===== config.mk =====
export PLATFORM = sky130hd
export DESIGN_NAME = dma_icb_arbt
export DESIGN_NICKNAME = d
export VERILOG_FILES = /design/src/rtl/dma_icb_pkg.sv /design/src/rtl/dma_arbt_fifo.sv /design/src/rtl/dma_icb_arbt.sv
export SDC_FILE = /design/constraint.sdc
export NUM_CORES = 1
export LEC_CHECK = 0
export ABC_AREA = 1
export BUFFER_PORTS_ARGS = -buffer_cell sky130_fd_sc_hd__buf_2
export CAP_MARGIN = 15
export CORE_AREA = 2 2 126 128
export CTS_CLUSTER_SIZE = 30
export DETAILED_ROUTE_END_ITERATION = 8
export DIE_AREA = 0 0 128 130
export GPL_ROUTABILITY_DRIVEN = 0
export PLACE_DENSITY = 0.44
export SYNTH_ARGS = -nofsm -noshare
export SYNTH_HDL_FRONTEND = slang
export SYNTH_SLANG_ARGS = --single-unit

===== constraint.sdc =====
create_clock -name clk -period 1.25 [get_ports clk]
set_input_delay 0.125 -clock clk [delete_from_list [all_inputs] [get_ports clk]]
set_output_delay 0.125 -clock clk [all_outputs]
set_load 0.05 [all_outputs]

===== src/rtl/dma_icb_pkg.sv =====
// Shared definitions for the DMA ICB 2:1 arbiter: payload widths, field
// offsets inside the packed command/response words, and master ids.
package dma_icb_pkg;

    localparam int AW_DEF    = 32;
    localparam int DW_DEF    = 32;

    localparam int CMD_PLD_W = AW_DEF + DW_DEF + DW_DEF / 8 + 1;
    localparam int RSP_PLD_W = DW_DEF + 1;

    // Command word is {read, wmask, wdata, addr}; response word is {err, rdata}.
    localparam int ADDR_LSB  = 0;
    localparam int WDATA_LSB = AW_DEF;
    localparam int WMASK_LSB = AW_DEF + DW_DEF;
    localparam int READ_BIT  = AW_DEF + DW_DEF + DW_DEF / 8;
    localparam int ERR_BIT   = DW_DEF;

    typedef enum logic {
        MST_CPU = 1'b0,
        MST_DMA = 1'b1
    } mst_id_e;

    // The master that should win the next tie after 'id' was served.
    function automatic mst_id_e other_mst(input mst_id_e id);
        other_mst = (id == MST_CPU) ? MST_DMA : MST_CPU;
    endfunction

endpackage


===== src/rtl/dma_arbt_fifo.sv =====
// In-order FIFO of 1-bit master ids, one entry per outstanding slave
// transaction. Pointers carry an extra wrap bit to tell full from empty.
module dma_arbt_fifo #(
    parameter int DEPTH = 4
) (
    input  logic clk,
    input  logic rst_n,
    input  logic push,
    input  logic pop,
    input  logic din,
    output logic dout,
    output logic full,
    output logic empty
);

    localparam int IDX_W = $clog2(DEPTH);
    localparam int PTR_W = IDX_W + 1;

    logic [PTR_W-1:0] wr_ptr_r;
    logic [PTR_W-1:0] rd_ptr_r;
    logic [DEPTH-1:0] mem_r;
    logic             do_push_s;
    logic             do_pop_s;

    assign do_push_s = push & ~full;
    assign do_pop_s  = pop & ~empty;

    assign empty = (wr_ptr_r == rd_ptr_r);
    assign full  = (wr_ptr_r[PTR_W-1] != rd_ptr_r[PTR_W-1]) &&
                   (wr_ptr_r[IDX_W-1:0] == rd_ptr_r[IDX_W-1:0]);
    assign dout  = mem_r[rd_ptr_r[IDX_W-1:0]];

    // Advance write/read pointers on accepted push/pop.
    always_ff @(posedge clk or negedge rst_n) begin
        if (!rst_n) begin
            wr_ptr_r <= {PTR_W{1'b0}};
            rd_ptr_r <= {PTR_W{1'b0}};
        end else begin
            if (do_push_s) begin
                wr_ptr_r <= wr_ptr_r + {{(PTR_W-1){1'b0}}, 1'b1};
            end
            if (do_pop_s) begin
                rd_ptr_r <= rd_ptr_r + {{(PTR_W-1){1'b0}}, 1'b1};
            end
        end
    end

    // Store the pushed id at the write slot.
    always_ff @(posedge clk or negedge rst_n) begin
        if (!rst_n) begin
            mem_r <= {DEPTH{1'b0}};
        end else if (do_push_s) begin
            mem_r[wr_ptr_r[IDX_W-1:0]] <= din;
        end
    end

endmodule


===== src/rtl/dma_icb_arbt.sv =====
// 2:1 ICB arbiter merging the CPU/LSU master (m0) and the DMA data master
// (m1) onto one slave ICB. Zero-latency round-robin command path with a
// presented-command lock; responses are steered back in order through an
// outstanding-id FIFO.
// Build option: define E203_DMA_ARBT_FIXPRIO_EN to make m0 win every tie
// (the round-robin priority register is then removed).
module dma_icb_arbt
    import dma_icb_pkg::*;
#(
    parameter int AW         = 32,
    parameter int DW         = 32,
    parameter int OUTS_DEPTH = 4
) (
    input  logic                     clk,
    input  logic                     rst_n,

    input  logic                     m0_icb_cmd_valid,
    output logic                     m0_icb_cmd_ready,
    input  logic [AW+DW+DW/8:0]      m0_icb_cmd_pld,
    output logic                     m0_icb_rsp_valid,
    input  logic                     m0_icb_rsp_ready,
    output logic [DW:0]              m0_icb_rsp_pld,

    input  logic                     m1_icb_cmd_valid,
    output logic                     m1_icb_cmd_ready,
    input  logic [AW+DW+DW/8:0]      m1_icb_cmd_pld,
    output logic                     m1_icb_rsp_valid,
    input  logic                     m1_icb_rsp_ready,
    output logic [DW:0]              m1_icb_rsp_pld,

    output logic                     slv_icb_cmd_valid,
    input  logic                     slv_icb_cmd_ready,
    output logic [AW+DW+DW/8:0]      slv_icb_cmd_pld,
    input  logic                     slv_icb_rsp_valid,
    output logic                     slv_icb_rsp_ready,
    input  logic [DW:0]              slv_icb_rsp_pld,

    output logic                     arbt_idle
);

    mst_id_e grant_s;
    mst_id_e tie_winner_s;
    mst_id_e head_s;
    mst_id_e lock_id_r;
    logic    lock_r;
    logic    granted_valid_s;
    logic    cmd_hs_s;
    logic    rsp_hs_s;
    logic    fifo_full_s;
    logic    fifo_empty_s;
    logic    fifo_dout_s;

`ifdef E203_DMA_ARBT_FIXPRIO_EN
    assign tie_winner_s = MST_CPU;
`else
    mst_id_e prio_r;

    assign tie_winner_s = prio_r;

    // Hand the next tie to the master that was not just served.
    always_ff @(posedge clk or negedge rst_n) begin
        if (!rst_n) begin
            prio_r <= MST_CPU;
        end else if (cmd_hs_s) begin
            prio_r <= other_mst(grant_s);
        end
    end
`endif

    // Pick the master owning the slave command channel this cycle.
    always_comb begin
        grant_s = MST_CPU;
        if (lock_r) begin
            grant_s = lock_id_r;
        end else if (m0_icb_cmd_valid && !m1_icb_cmd_valid) begin
            grant_s = MST_CPU;
        end else if (!m0_icb_cmd_valid && m1_icb_cmd_valid) begin
            grant_s = MST_DMA;
        end else if (m0_icb_cmd_valid && m1_icb_cmd_valid) begin
            grant_s = tie_winner_s;
        end else begin
            grant_s = MST_CPU;
        end
    end

    // Forward the granted command and back-pressure only the granted master.
    always_comb begin
        granted_valid_s  = 1'b0;
        slv_icb_cmd_pld  = m0_icb_cmd_pld;
        m0_icb_cmd_ready = 1'b0;
        m1_icb_cmd_ready = 1'b0;
        case (grant_s)
            MST_CPU: begin
                granted_valid_s  = m0_icb_cmd_valid;
                slv_icb_cmd_pld  = m0_icb_cmd_pld;
                m0_icb_cmd_ready = slv_icb_cmd_ready & ~fifo_full_s;
            end
            MST_DMA: begin
                granted_valid_s  = m1_icb_cmd_valid;
                slv_icb_cmd_pld  = m1_icb_cmd_pld;
                m1_icb_cmd_ready = slv_icb_cmd_ready & ~fifo_full_s;
            end
            default: begin
                granted_valid_s  = 1'b0;
                slv_icb_cmd_pld  = m0_icb_cmd_pld;
            end
        endcase
    end

    assign slv_icb_cmd_valid = granted_valid_s & ~fifo_full_s;
    assign cmd_hs_s          = slv_icb_cmd_valid & slv_icb_cmd_ready;

    // Hold the grant on a presented but unaccepted command until it is taken.
    always_ff @(posedge clk or negedge rst_n) begin
        if (!rst_n) begin
            lock_r    <= 1'b0;
            lock_id_r <= MST_CPU;
        end else if (cmd_hs_s) begin
            lock_r    <= 1'b0;
        end else if (slv_icb_cmd_valid && !slv_icb_cmd_ready) begin
            lock_r    <= 1'b1;
            lock_id_r <= grant_s;
        end
    end

    dma_arbt_fifo #(
        .DEPTH (OUTS_DEPTH)
    ) u_fifo (
        .clk   (clk),
        .rst_n (rst_n),
        .push  (cmd_hs_s),
        .pop   (rsp_hs_s),
        .din   (grant_s),
        .dout  (fifo_dout_s),
        .full  (fifo_full_s),
        .empty (fifo_empty_s)
    );

    assign head_s = mst_id_e'(fifo_dout_s);

    // Steer the slave response to the master at the head of the id FIFO.
    always_comb begin
        m0_icb_rsp_valid  = 1'b0;
        m1_icb_rsp_valid  = 1'b0;
        slv_icb_rsp_ready = 1'b0;
        if (fifo_empty_s) begin
            slv_icb_rsp_ready = 1'b0;
        end else begin
            case (head_s)
                MST_CPU: begin
                    m0_icb_rsp_valid  = slv_icb_rsp_valid;
                    slv_icb_rsp_ready = m0_icb_rsp_ready;
                end
                MST_DMA: begin
                    m1_icb_rsp_valid  = slv_icb_rsp_valid;
                    slv_icb_rsp_ready = m1_icb_rsp_ready;
                end
                default: begin
                    slv_icb_rsp_ready = 1'b0;
                end
            endcase
        end
    end

    assign m0_icb_rsp_pld = slv_icb_rsp_pld;
    assign m1_icb_rsp_pld = slv_icb_rsp_pld;
    assign rsp_hs_s       = slv_icb_rsp_valid & slv_icb_rsp_ready;
    assign arbt_idle      = fifo_empty_s;

endmodule


==> out/metrics.cfg <==
[status]
status=complete, but fails checks
violations=setup timing

[sta]
clock.fmax_mhz=580.7
rsz0062_at_grt=true
clock_skew_ps=3.999
slew_headroom_pct=79.34
finalHoldViolations=0
setup_ws_ps=-472.1
final.period_utilization_pct=137.8
fin_crit_ps=1722
setup_viol=89
finalMaxSlewViolations=0
worst_pin_slew_ps=310.0

[synthesis]
syn_avg_cell_area_um2=5.469
yosysSeqAreaShare_pct=14.80
synth_nets=586
synth_cells=402
syn_area_mm2=0.002198
yosys-top-cells-area=nand2_1 (43%), buf_4 (23%), dfrtp_1 (15%)
yosysUniqueCellTypes=21
yosys_warnings=0
ys_ff_latch=13
netlist.area_leader.share_pct=43.20
synth_top_cell_by_area=nand2_1

[placement]
dp_cells=763
portBuffers=221
pre_cts_ws_ps=-375.4
placed_cell_area_mm2=0.003901
dp_hpwl_mm=7.375

[worst_setup_path]
cp_data_required_time_ps=1120
ff2ff_path_depth=10
worstSetupPathType=reg2out
critical_path_arrival_ps=1600
timing.rr.end=lock_id_r$_DFFE_PN0P_
r2r_start=lock_r$_DFFE_PN0P_
cp-end-kind=primary output
reg2reg_slack_ps=-170
start_kind=flop
critPathMaxFanout=9

[finish]
fin_cells=786
num_antenna_cells=0
final_core_utilization_pct=34.78
design_area_mm2=0.005365
area_growth_pct=144.1
drive_above_1_share_pct=76.60
fin_nets=779
fillCellCount=1622

[floorplanning]
core_mm2=0.01542
fp.dieArea_mm2=0.01664
initial_core_util_pct=14.25
die_h_um=130
pin_count=321
fp-row-count=46
die_x_um=128

[clock_network]
clock_latency_ps=240
cts_buffer_depth=2
cts_tree=yes
cts_inserted_buffers=3
cts.sinks=13
cts_root_buffer=clkbuf_16
ctsHtreeMaxLevel=1
cts.clk_slew.worst_paths_ps=50

[drt]
wl_per_cell_um=13.58
drtAntennaViolNets=0
drt_iter0_drc=67
via_count=3068
drc=0
vias_per_cell=3.903
drtPass1Iterations=4
wl_mm=10.68

[worst_hold_path]
min_path_type=in2reg
holdPathStages=3
holdPathEnd=u_fifo.rd_ptr_r[1]$_DFFE_PN0P_
holdCritStartpoint=slv_icb_rsp_valid

[power]
power_frac_comb_pct=91.1
internal-power_mw=7.305
power_density_mw_per_mm2=3039
power_switching_mw=9.002
pwr-share-seq_pct=5.2
clockPowerShare_pct=3.7
vdd_drop_max_mv=1.122
leakage_nw=2.789
p_sw_share_pct=55.20

[global_routing]
overflow=0
grt_pass1_vias=2863
grt_pass1_wl_mm=13.91
grt_use_total_pct=10.51
grt_start_max_net_pins=29
antenna_found_initial=1

[run]
cap_viol_max_count=0

## repair_timing
item,4_1_cts,5_1_grt
gates cloned,5,4
resized for setup,234,86
buffers inserted,6,6
hold buffers,1,0
endpoints found under the hold margin,13,0
pin swaps,8,14
endpoints found under the setup margin,89,89
## how the worst max path moves through the flow
stage,startpoint,end,cells after the start
after global placement,lock_r$_DFFE_PN0P_,slv_icb_cmd_pld[38],7
after CTS,lock_r$_DFFE_PN0P_,slv_icb_cmd_pld[14],8
after detailed placement,lock_r$_DFFE_PN0P_,slv_icb_cmd_pld[38],7
after global routing,lock_r$_DFFE_PN0P_,slv_icb_cmd_pld[31],8
after floorplan,u_fifo.rd_ptr_r[1]$_DFFE_PN0P_,u_fifo.wr_ptr_r[0]$_DFFE_PN0P_,7
final,lock_r$_DFFE_PN0P_,slv_icb_cmd_pld[31],8
## routing by layer
| metal | vias to the layer above | wire length, um | track usage [%] |
|---|---|---|---|
| met3 | 14 | 819 | 2.050 |
| li1 | 1542 | - | - |
| met1 | 1346 | 3869 | 10.84 |
| met5 | - | 13 | 0 |
| met2 | 164 | 5893 | 21.70 |
| met4 | 2 | 80 | 2.262 |
## state kept, by name (all words and copies together) (netlist names)
| register | flops |
|---|---|
| lock_id_r | 1 |
| lock_r | 1 |
| prio_r | 1 |
| u_fifo.mem_r | 4 |
| u_fifo.rd_ptr_r | 3 |
| u_fifo.wr_ptr_r | 3 |
## final cells by class
type / count / area [um2] / share of cell area (%)
Timing Repair Buffer: 270 / 2417 / 45.06
Multi-Input combinational cell: 295 / 2241 / 41.77
Sequential cell: 13 / 327.8 / 6.110
Tap cell: 192 / 240.2 / 4.478
Clock buffer: 4 / 78.83 / 1.469
Inverter: 12 / 60.06 / 1.119
## per-stage QoR
step / setup TNS (ps) / total power, mW / hold WS (ps)
global placement: -23480 / 11.17 / 37.75
finish: -34630 / 16.31 / 166.5
detailed placement: -24250 / 11.16 / 48.48
CTS: -34380 / 15.33 / 173.2
global route: -42390 / 17.19 / 194.6
floorplan: -2657 / 9.300 / -170.6
## cell usage after synthesis
cell type / count
nand3_2: 1
ha_1: 5
nand3_1: 9
inv_2: 3
buf_2: 12
nor2_2: 1
clkbuf_1: 1
inv_1: 9
nor2_4: 2
nand4_1: 9
dfrtp_1: 13
xor2_1: 3
xnor2_1: 3
buf_1: 2
nor2_1: 5
a21oi_1: 1
buf_4: 67
nand3b_1: 1
nand2_1: 253
nand2_4: 1
nand2_2: 1
## critical path, stage by stage (launching register included)
cell and delay, ps:
dfrtp_1 380, nor2_1 110, nand2_2 90, nand2_4 140, clkinv_8 140, buf_6 170, nand2_1 110, nand2_4 60
buf_6 150
## power groups by stage
stage	combinational (mW)	clock [mW]	sequential, mW
2_1_floorplan	8.48	0	0.816
3_3_place_gp	10.4	0	0.815
3_5_place_dp	10.3	0	0.819
4_1_cts	13.9	0.621	0.855
5_1_grt	15.7	0.632	0.895
6_report	14.8	0.606	0.854
## cell families after synthesis
group	after synthesis	synth area share, %
AOI/OAI and AO/OA	1	0.2274
xor gates and xnor gates	6	2.391
adders and majority gates	5	2.846
buffers and inverters	94	28.17
DFF	13	14.80
and+or+nand+nor	283	51.57
## layout by cell type, fill, tap and decap left out
master,netlist,final
a21oi_4,0,1
buf_12,0,5
buf_16,0,7
buf_2,12,145
buf_4,67,23
buf_6,0,40
buf_8,0,46
clkbuf_1,1,1
clkbuf_16,0,6
clkinv_8,0,1
dfrtp_1,13,11
dfrtp_2,0,2
dlygate4sd3_1,0,1
ha_1,5,5
inv_1,9,8
inv_2,3,2
inv_4,0,1
nand2_1,253,96
nand2_2,1,71
nand2_4,1,88
nand3_1,9,3
nand3_2,1,2
nand3_4,0,5
nand3b_1,1,1
nand4_1,9,9
nor2_1,5,1
nor2_4,2,7
xnor2_2,0,1
xnor2_4,0,2
xor2_1,3,3
Note: power is estimated with default switching activity, not from simulation.
